## src/rtl/bcd_stopwatch_timer.sv

```systemverilog
// N-digit BCD stopwatch/timer with tick divider and a one-button start/stop/clear controller.
// Optional lap freeze display is built when LAP_CAPTURE_EN is defined.
module bcd_stopwatch_timer #(
    parameter int DIGITS  = 4,
    parameter int CLK_HZ  = 100_000_000,
    parameter int TICK_HZ = 100
) (
    input  logic                  clk,
    input  logic                  rst_n,
    input  logic                  control_button,
    input  logic                  lap_button,
    input  logic                  count_down,
    input  logic [4*DIGITS-1:0]   load_value,
    output logic [4*DIGITS-1:0]   digits,
    output logic                  running,
    output logic                  expired,
    output logic                  overflow,
    output logic                  tick
);

    localparam int DIV   = CLK_HZ / TICK_HZ;
    localparam int DIV_W = (DIV > 1) ? $clog2(DIV) : 1;
    localparam logic [DIV_W-1:0] DIV_LAST = DIV_W'(DIV - 1);

    localparam logic [1:0] IDLE = 2'd0;
    localparam logic [1:0] RUN  = 2'd1;
    localparam logic [1:0] STOP = 2'd2;

    logic [1:0]          state;
    logic                mode;
    logic [DIV_W-1:0]    div_cnt;
    logic [4*DIGITS-1:0] live;
    logic [2:0]          ctrl_sync;
    logic                ctrl_rise;

    logic [4*DIGITS-1:0] clamped;
    logic [4*DIGITS-1:0] up_next;
    logic [4*DIGITS-1:0] down_next;
    logic [4*DIGITS-1:0] step_next;
    logic                carry;
    logic                borrow;
    logic                live_zero;
    logic                step_en;
    logic                expire_now;

    // [0],[1] are the synchronizer flops, [2] is the edge-detect delay
    always_ff @(posedge clk or negedge rst_n) begin
        if (!rst_n) begin
            ctrl_sync <= '0;
        end else begin
            ctrl_sync <= {ctrl_sync[1:0], control_button};
        end
    end

    assign ctrl_rise = ctrl_sync[1] & ~ctrl_sync[2];

    always_comb begin
        clamped   = '0;
        up_next   = '0;
        down_next = '0;
        carry     = 1'b1;
        borrow    = 1'b1;
        for (int k = 0; k < DIGITS; k++) begin
            clamped[4*k +: 4] = (load_value[4*k +: 4] > 4'd9) ? 4'd9 : load_value[4*k +: 4];
            if (carry) begin
                if (live[4*k +: 4] == 4'd9) begin
                    up_next[4*k +: 4] = 4'd0;
                end else begin
                    up_next[4*k +: 4] = live[4*k +: 4] + 4'd1;
                    carry = 1'b0;
                end
            end else begin
                up_next[4*k +: 4] = live[4*k +: 4];
            end
            if (borrow) begin
                if (live[4*k +: 4] == 4'd0) begin
                    down_next[4*k +: 4] = 4'd9;
                end else begin
                    down_next[4*k +: 4] = live[4*k +: 4] - 4'd1;
                    borrow = 1'b0;
                end
            end else begin
                down_next[4*k +: 4] = live[4*k +: 4];
            end
        end
    end

    assign live_zero  = (live == '0);
    assign step_en    = (state == RUN) && (div_cnt == DIV_LAST);
    // A down count sitting at zero expires without wrapping to all-9s
    assign step_next  = mode ? (live_zero ? live : down_next) : up_next;
    assign expire_now = step_en && mode && (live_zero || (down_next == '0));

    always_ff @(posedge clk or negedge rst_n) begin
        if (!rst_n) begin
            state    <= IDLE;
            mode     <= 1'b0;
            div_cnt  <= '0;
            live     <= '0;
            tick     <= 1'b0;
            expired  <= 1'b0;
            overflow <= 1'b0;
        end else begin
            tick <= 1'b0;
            case (state)
                IDLE: begin
                    div_cnt <= '0;
                    live    <= count_down ? clamped : '0;
                    if (ctrl_rise) begin
                        state <= RUN;
                        mode  <= count_down;
                    end
                end
                RUN: begin
                    if (step_en) begin
                        div_cnt <= '0;
                        tick    <= 1'b1;
                        live    <= step_next;
                        if (!mode && carry) begin
                            overflow <= 1'b1;
                        end
                        if (expire_now) begin
                            expired <= 1'b1;
                        end
                    end else begin
                        div_cnt <= div_cnt + 1'b1;
                    end
                    if (ctrl_rise || expire_now) begin
                        state <= STOP;
                    end
                end
                STOP: begin
                    if (ctrl_rise) begin
                        state    <= IDLE;
                        live     <= mode ? clamped : '0;
                        expired  <= 1'b0;
                        overflow <= 1'b0;
                    end
                end
                default: begin
                    state <= IDLE;
                end
            endcase
        end
    end

    assign running = (state == RUN);

`ifdef LAP_CAPTURE_EN
    logic [2:0]          lap_sync;
    logic                lap_rise;
    logic                frozen;
    logic [4*DIGITS-1:0] lap_reg;

    always_ff @(posedge clk or negedge rst_n) begin
        if (!rst_n) begin
            lap_sync <= '0;
        end else begin
            lap_sync <= {lap_sync[1:0], lap_button};
        end
    end

    assign lap_rise = lap_sync[1] & ~lap_sync[2];

    // Clear from STOP takes priority over a coincident lap press
    always_ff @(posedge clk or negedge rst_n) begin
        if (!rst_n) begin
            frozen  <= 1'b0;
            lap_reg <= '0;
        end else if ((state == STOP) && ctrl_rise) begin
            frozen <= 1'b0;
        end else if (lap_rise && (state != IDLE)) begin
            if (frozen) begin
                frozen <= 1'b0;
            end else begin
                frozen  <= 1'b1;
                lap_reg <= live;
            end
        end
    end

    assign digits = frozen ? lap_reg : live;
`else
    logic lap_unused;
    assign lap_unused = lap_button;
    assign digits     = live;
`endif

endmodule

```

## config.mk

```make
export PLATFORM = sky130hd
export DESIGN_NAME = bcd_stopwatch_timer
export DESIGN_NICKNAME = d
export VERILOG_FILES = /design/src/rtl/bcd_stopwatch_timer.sv
export SDC_FILE = /design/constraint.sdc
export NUM_CORES = 1
export LEC_CHECK = 0
export BUFFER_PORTS_ARGS = -buffer_cell sky130_fd_sc_hd__buf_2
export CAP_MARGIN = 5
export CORE_ASPECT_RATIO = 1.2
export CORE_MARGIN = 1
export CORE_UTILIZATION = 35
export DETAILED_ROUTE_END_ITERATION = 6
export PLACE_DENSITY = 0.61
export REMOVE_ABC_BUFFERS = 1
export SLEW_MARGIN = 30
export SYNTH_ARGS = -nofsm -noshare
export SYNTH_HDL_FRONTEND = slang
export SYNTH_SLANG_ARGS = --single-unit
```

## constraint.sdc

```tcl
create_clock -name clk -period 7.7 [get_ports clk]
set_clock_uncertainty 0.1 [all_clocks]
set_input_delay 0.385 -clock clk [delete_from_list [all_inputs] [get_ports clk]]
set_output_delay 0.385 -clock clk [all_outputs]
set_load 0.01 [all_outputs]
```

## Word-level counts from Yosys, hierarchy flattened

Index checks and enable logic that the tools add are counted.

- $add $sub $neg: 9
- Magnitude comparators: 4
- Eq/ne operators: 17
- Multiplexer cells: 52
- Bitwise operators: 2
- Reduce and logical (&&, ||, !) cells: 25

Operators with widths:

| kind | count |
|---|---|
| $mux W16 | 6 |
| $mux W4 | 18 |
| $pmux W16 S3 | 1 |
| $pmux W20 S2 | 1 |
| $logic_not A16 Y1 | 2 |
| $add A20 B1 Y20 const B | 1 |
| $eq A20 B20 Y1 const B | 1 |
| $mux W20 | 1 |
| $mux W1 | 19 |
| $add A4 B1 Y4 const B | 4 |
| $eq A4 B4 Y1 const B | 4 |
| $gt A4 B4 Y1 const B | 4 |
| $logic_not A4 Y1 | 4 |
| $sub A4 B1 Y4 const B | 4 |
| $reduce_and A5 Y1 | 3 |
| $reduce_and A4 Y1 | 3 |
| $ne A3 B1 Y1 const B | 3 |
| $ne A2 B1 Y1 const B | 4 |
| $mux W2 | 3 |
| $pmux W2 S3 | 1 |
| $logic_and A1 B1 Y1 | 4 |
| $ne A2 B2 Y1 const B | 2 |
| $pmux W1 S2 | 2 |
| $reduce_bool A2 Y1 | 2 |
| other kinds (11) | 12 |

- Register bits: 45
- Output and inout bits: 20
- Word-level logic and storage cells: 120

## Logic depth before layout (Yosys ltp)

- Word-level depth: 11
- Depth in mapped cells: 11
- Depth with buffers taken out: 8

## Worst setup path after synthesis

No wires, ideal clock.

- Path kind: register to register
- Start: register live[0] (netlist: digits[0])
- End: register state[0]
- Setup time: 121 ps
- Arrival time: 2,674 ps
- Slack: 4,804 ps
- Cell stages (with the launch flop): 11
- Period minus slack after synthesis: 2,896 ps
- Cells stage by stage: dfrtp_1 -> inv_1 -> ha_1 -> buf_2 -> or4b_1 -> clkbuf_1 -> or4_4 -> o41a_1 -> o31ai_2 -> a21oi_1 -> o22a_1

- Longest elaborated chain between the ends: 11
- Elaborated cells on any way between the ends: 16
- Those cells by class: add/sub: 1; eq/ne: 1; mux: 7; reduce/logical: 7

Ends and longest elaborated chain:

| element | line | RTL |
|---|---|---|
| start: declaration | 32 | `logic [4*DIGITS-1:0] live;` |
| start signal: assignment | 108 | `live <= count_down ? clamped : '0;` |
| start signal: assignment | 118 | `live <= step_next;` |
| start signal: assignment | 135 | `live <= mode ? clamped : '0;` |
| $logic_not A4 Y1 | 76 | `if (live[4*k +: 4] == 4'd0) begin` |
| $mux W1 | 76 |  |
| $mux W1 (2 in a row) | 75 | `if (borrow) begin` |
| $mux W4 | 75 |  |
| $logic_not A16 Y1 | 92 | `assign expire_now = step_en && mode && (live_zero \|\| (down_next == '0));` |
| $logic_or A1 B1 Y1 (*) | 92 |  |
| $logic_and A1 B1 Y1 (*) | 92 |  |
| $logic_or A1 B1 Y1 (*) | 128 | `if (ctrl_rise \|\| expire_now) begin` |
| $ne A2 B1 Y1 (no line) (*) | -- |  |
| $reduce_and A3 Y1 (no line) (*) | -- |  |
| end signal: assignment | 96 | `state <= IDLE;` |
| end signal: assignment | 129 | `state <= STOP;` |
| end signal: assignment | 134 | `state <= IDLE;` |
| end: declaration | 29 | `logic [1:0] state;` |

Mark *: on every way between the ends. The rest lies on a longest branch, timed or not.
A chain may end at the register's enable or synchronous reset.

## Final worst setup path

Same ends and word-level chain as after synthesis.

==> metrics.csv <==
stage;metric;value;unit
run_status;status;finished clean;
drt;wl_met2;4240;µm
placed_design;postPlaceCellArea;3510;µm²
placed_design;globalplace.congestion;0.938;
sta;fin_crit;3.13;ns
yosys;synth_cell_type_count;62;
sta;finalSetupViolations;0;
drt;drt-met1-wl;3950;µm
sta;relSlewSlack;0.399;
clocking;cts_buffer_depth;2;
sta;finalHoldViolCount;0;
drt;drtPass1Iterations;4;
floorplan;ios;41;
yosys;syn_inst;414;
sta;max_freq;319;MHz
yosys;syn_area_per_cell;7.88;µm²
yosys;async_flop_share;1.00;
drt;antenna_left;0;
sta;worst_slew_pin_slew;0.894;ns
drt;drc;0;
floorplan;fp.dieW;90.1;µm
drt;dr_total_vias;3180;
clocking;cts_tree;done;
global_route;grt_overflow;0;
cells_and_area;fillers;976;
sta;rsz0062_at_grt;false;
worst_setup_path;r2r_cells;8;
drt;dr.max_layer_used;met4;
floorplan;rows;38;
hold_path;hold_class;in -> reg;
yosys;synth.cell_area;3260;µm²
worst_setup_path;worst-endpoint-required;7.80;ns
cells_and_area;drive_gt1_frac;0.126;
worst_setup_path;cp-end-kind;register;
yosys;synthFlopType;dfrtp_1;
floorplan;start_util;0.361;
placed_design;dp_hpwl;6220;µm
drt;first_iter_violations;171;
sta;drv_slew;0;
worst_setup_path;worstSetupStartpointType;register;
worst_setup_path;crit_fanout;9;
drt;wl_per_cell;15.6;µm
yosys;yosysSeqAreaShare;0.345;
clocking;numCtsBuffers;5;
clocking;clock_sinks;45;
global_route;grt_antenna_before_repair;0;
clocking;htreeDepth;2;
power_and_ir_drop;leakage;0.00145;µW
cells_and_area;insertedDiodeCount;0;
drt;wl;8640;µm
drt;route.met3.wl;288;µm
floorplan;fp.dieArea;9710;µm²
yosys;ys_warn_count;0;
global_route;grt_pass1_wl;14600;µm
global_route;grt_max_degree;46;
placed_design;port_buffers;39;
clocking;cts-root-buf;clkbuf_8;
clocking;clkTransAtPathRegs;0.09;ns
cells_and_area;area_growth_syn_to_layout;10.9;%
yosys;synth_edf_count;0;
worst_setup_path;path_class;reg -> reg;
job;maxCapViolCount;0;
yosys;ys_seq_elements;45;
sta;setup_tns;0;ns
hold_path;hold_path_depth;1;
floorplan;core;9030;µm²
worst_setup_path;crit_arrival;3.23;ns
cells_and_area;design_area;3610;µm²
clocking;clk_latency;0.31;ns
global_route;grt.total_usage;0.185;
global_route;first_global_vias;3085;
floorplan;die_h;108;µm
clocking;post-cts-setup-buffers;0;
sta;finalCritPeriodShare;0.407;
power_and_ir_drop;ir_worst_vdd;0.193;mV
cells_and_area;final_nets;464;
drt;drt-vias-per-instance;5.73;
power_and_ir_drop;power_density;350;nW/µm²
[layer usage]
metal	vias up	global-route usage
li1	1566	-
met1	1516	0.233
met2	83	0.323
met3	15	0.0282
met4	0	0.0622
met5	-	0
[flip-flops by register name (all words and copies together), names as in the netlist]
signal and cells:
div_cnt 20, digits 16, ctrl_sync 3, state 2
expired 1, mode 1, overflow 1, tick 1
[final cells by class]
class / instances / area, µm² / share of cell area
Clock buffer: 6 / 82.6 / 0.0228
Clock inverter: 2 / 16.3 / 0.00450
Inverter: 19 / 71.3 / 0.0197
Multi-Input combinational cell: 323 / 1960 / 0.542
Sequential cell: 45 / 1130 / 0.312
Tap cell: 120 / 150 / 0.0415
Timing Repair Buffer: 40 / 208 / 0.0575
[cells in the final DEF (no fill, tap or decap), drive strengths merged, types with 2 or more instances in the layout]
cell type,synthesis,final
ha,9,9
nor2b,7,7
nor3b,3,3
and3,2,2
nor2,35,35
a22o,3,3
nand3,18,18
mux2i,2,2
nand2,43,43
o21ai,50,50
or2,2,2
nor3,8,8
clkbuf,21,6
a211oi,2,2
or4,4,4
or3,4,4
nor4b,3,3
a21oi,23,23
dfrtp,45,45
and2,2,2
nand2b,8,8
nand4,8,8
buf,6,39
xnor2,7,7
o22ai,5,5
a31oi,8,8
o41ai,4,4
a32o,4,4
nor4bb,2,2
o221ai,2,2
a32oi,2,2
a22oi,6,6
and4,2,2
o22a,2,2
inv,18,19
nor4,5,5
o31ai,17,17
o21a,4,4
nand3b,2,2
[repair_timing]
item | in CTS | in global routing
gates resized for setup | 0 | 0
endpoints found under the hold margin | 28 | 0
hold buffers | 1 | 0
[worst max-delay path: stages, from the launching register on]
cell     delay, ns
dfrtp_1       0.48
inv_1         0.14
ha_1          0.33
or4b_1        0.61
or4_4         0.58
o41a_1        0.40
o31ai_2       0.09
a21oi_1       0.12
o22a_1        0.18
[stage by stage]
stage / std cells / hold slack [ns] / setup WS (ns) / power [µW] / util
2_1_floorplan: 387 / -0.0106 / 4.84 / 875 / -
3_3_place_gp: 546 / 0.234 / 4.64 / 1090 / 0.387
3_5_place_dp: 546 / 0.237 / 4.62 / 1110 / 0.388
4_1_cts: 555 / 0.0737 / 4.58 / 1270 / 0.400
5_1_grt: 555 / 0.0670 / 4.26 / 1380 / 0.400
6_report: 555 / 0.0833 / 4.57 / 1270 / 0.400
[power by group]
group / total, µW / internal (µW) / switching, µW
Sequential: 402 / 290 / 113
Combinational: 705 / 257 / 448
Clock: 159 / 73.9 / 85.3
Total: 1270 / 621 / 646
[cell usage after synthesis (8+ instances only)]
cell | count | area (µm²)
o31ai_1 | 16 | 120
nand2_1 | 43 | 161
dfrtp_1 | 45 | 1130
o21ai_0 | 48 | 240
nand4_1 | 8 | 50.1
nand3_1 | 18 | 90.1
clkbuf_1 | 21 | 78.8
inv_1 | 18 | 67.6
nor3_1 | 8 | 40.0
a21oi_1 | 23 | 115
nor2_1 | 35 | 131
a31oi_1 | 8 | 50.1
ha_1 | 9 | 113
nand2b_1 | 8 | 50.1
[final timing paths]
path                                        start                      end  slack [ns]
setup / recovery            digits[0]$_DFFE_PN0P_     state[0]$_DFFE_PN0P_        4.57
hold / removal                     control_button   ctrl_sync[0]$_DFF_PN0_        0.08
setup reg to reg            digits[0]$_DFFE_PN0P_     state[0]$_DFFE_PN0P_        4.57
hold reg to reg            ctrl_sync[0]$_DFF_PN0_   ctrl_sync[1]$_DFF_PN0_        0.25
max in group asynchronous                   rst_n  div_cnt[12]$_DFFE_PN0P_        6.57
min in group asynchronous                   rst_n   div_cnt[4]$_DFFE_PN0P_        0.52
[cell families (layout without fill, tap and decap cells)]
group,Yosys count,count (layout),synth area share
multiplexers,3,3,0.00959
AO/OA/AOI/OAI,141,141,0.276
adder cells (fa/ha/maj),9,9,0.0345
AND/OR/NAND/NOR,162,162,0.256
buffers and inverters,46,67,0.0576
flip-flops,45,45,0.345
XOR/XNOR,8,8,0.0215
No activity file was read; power rests on OpenSTA's default activity.
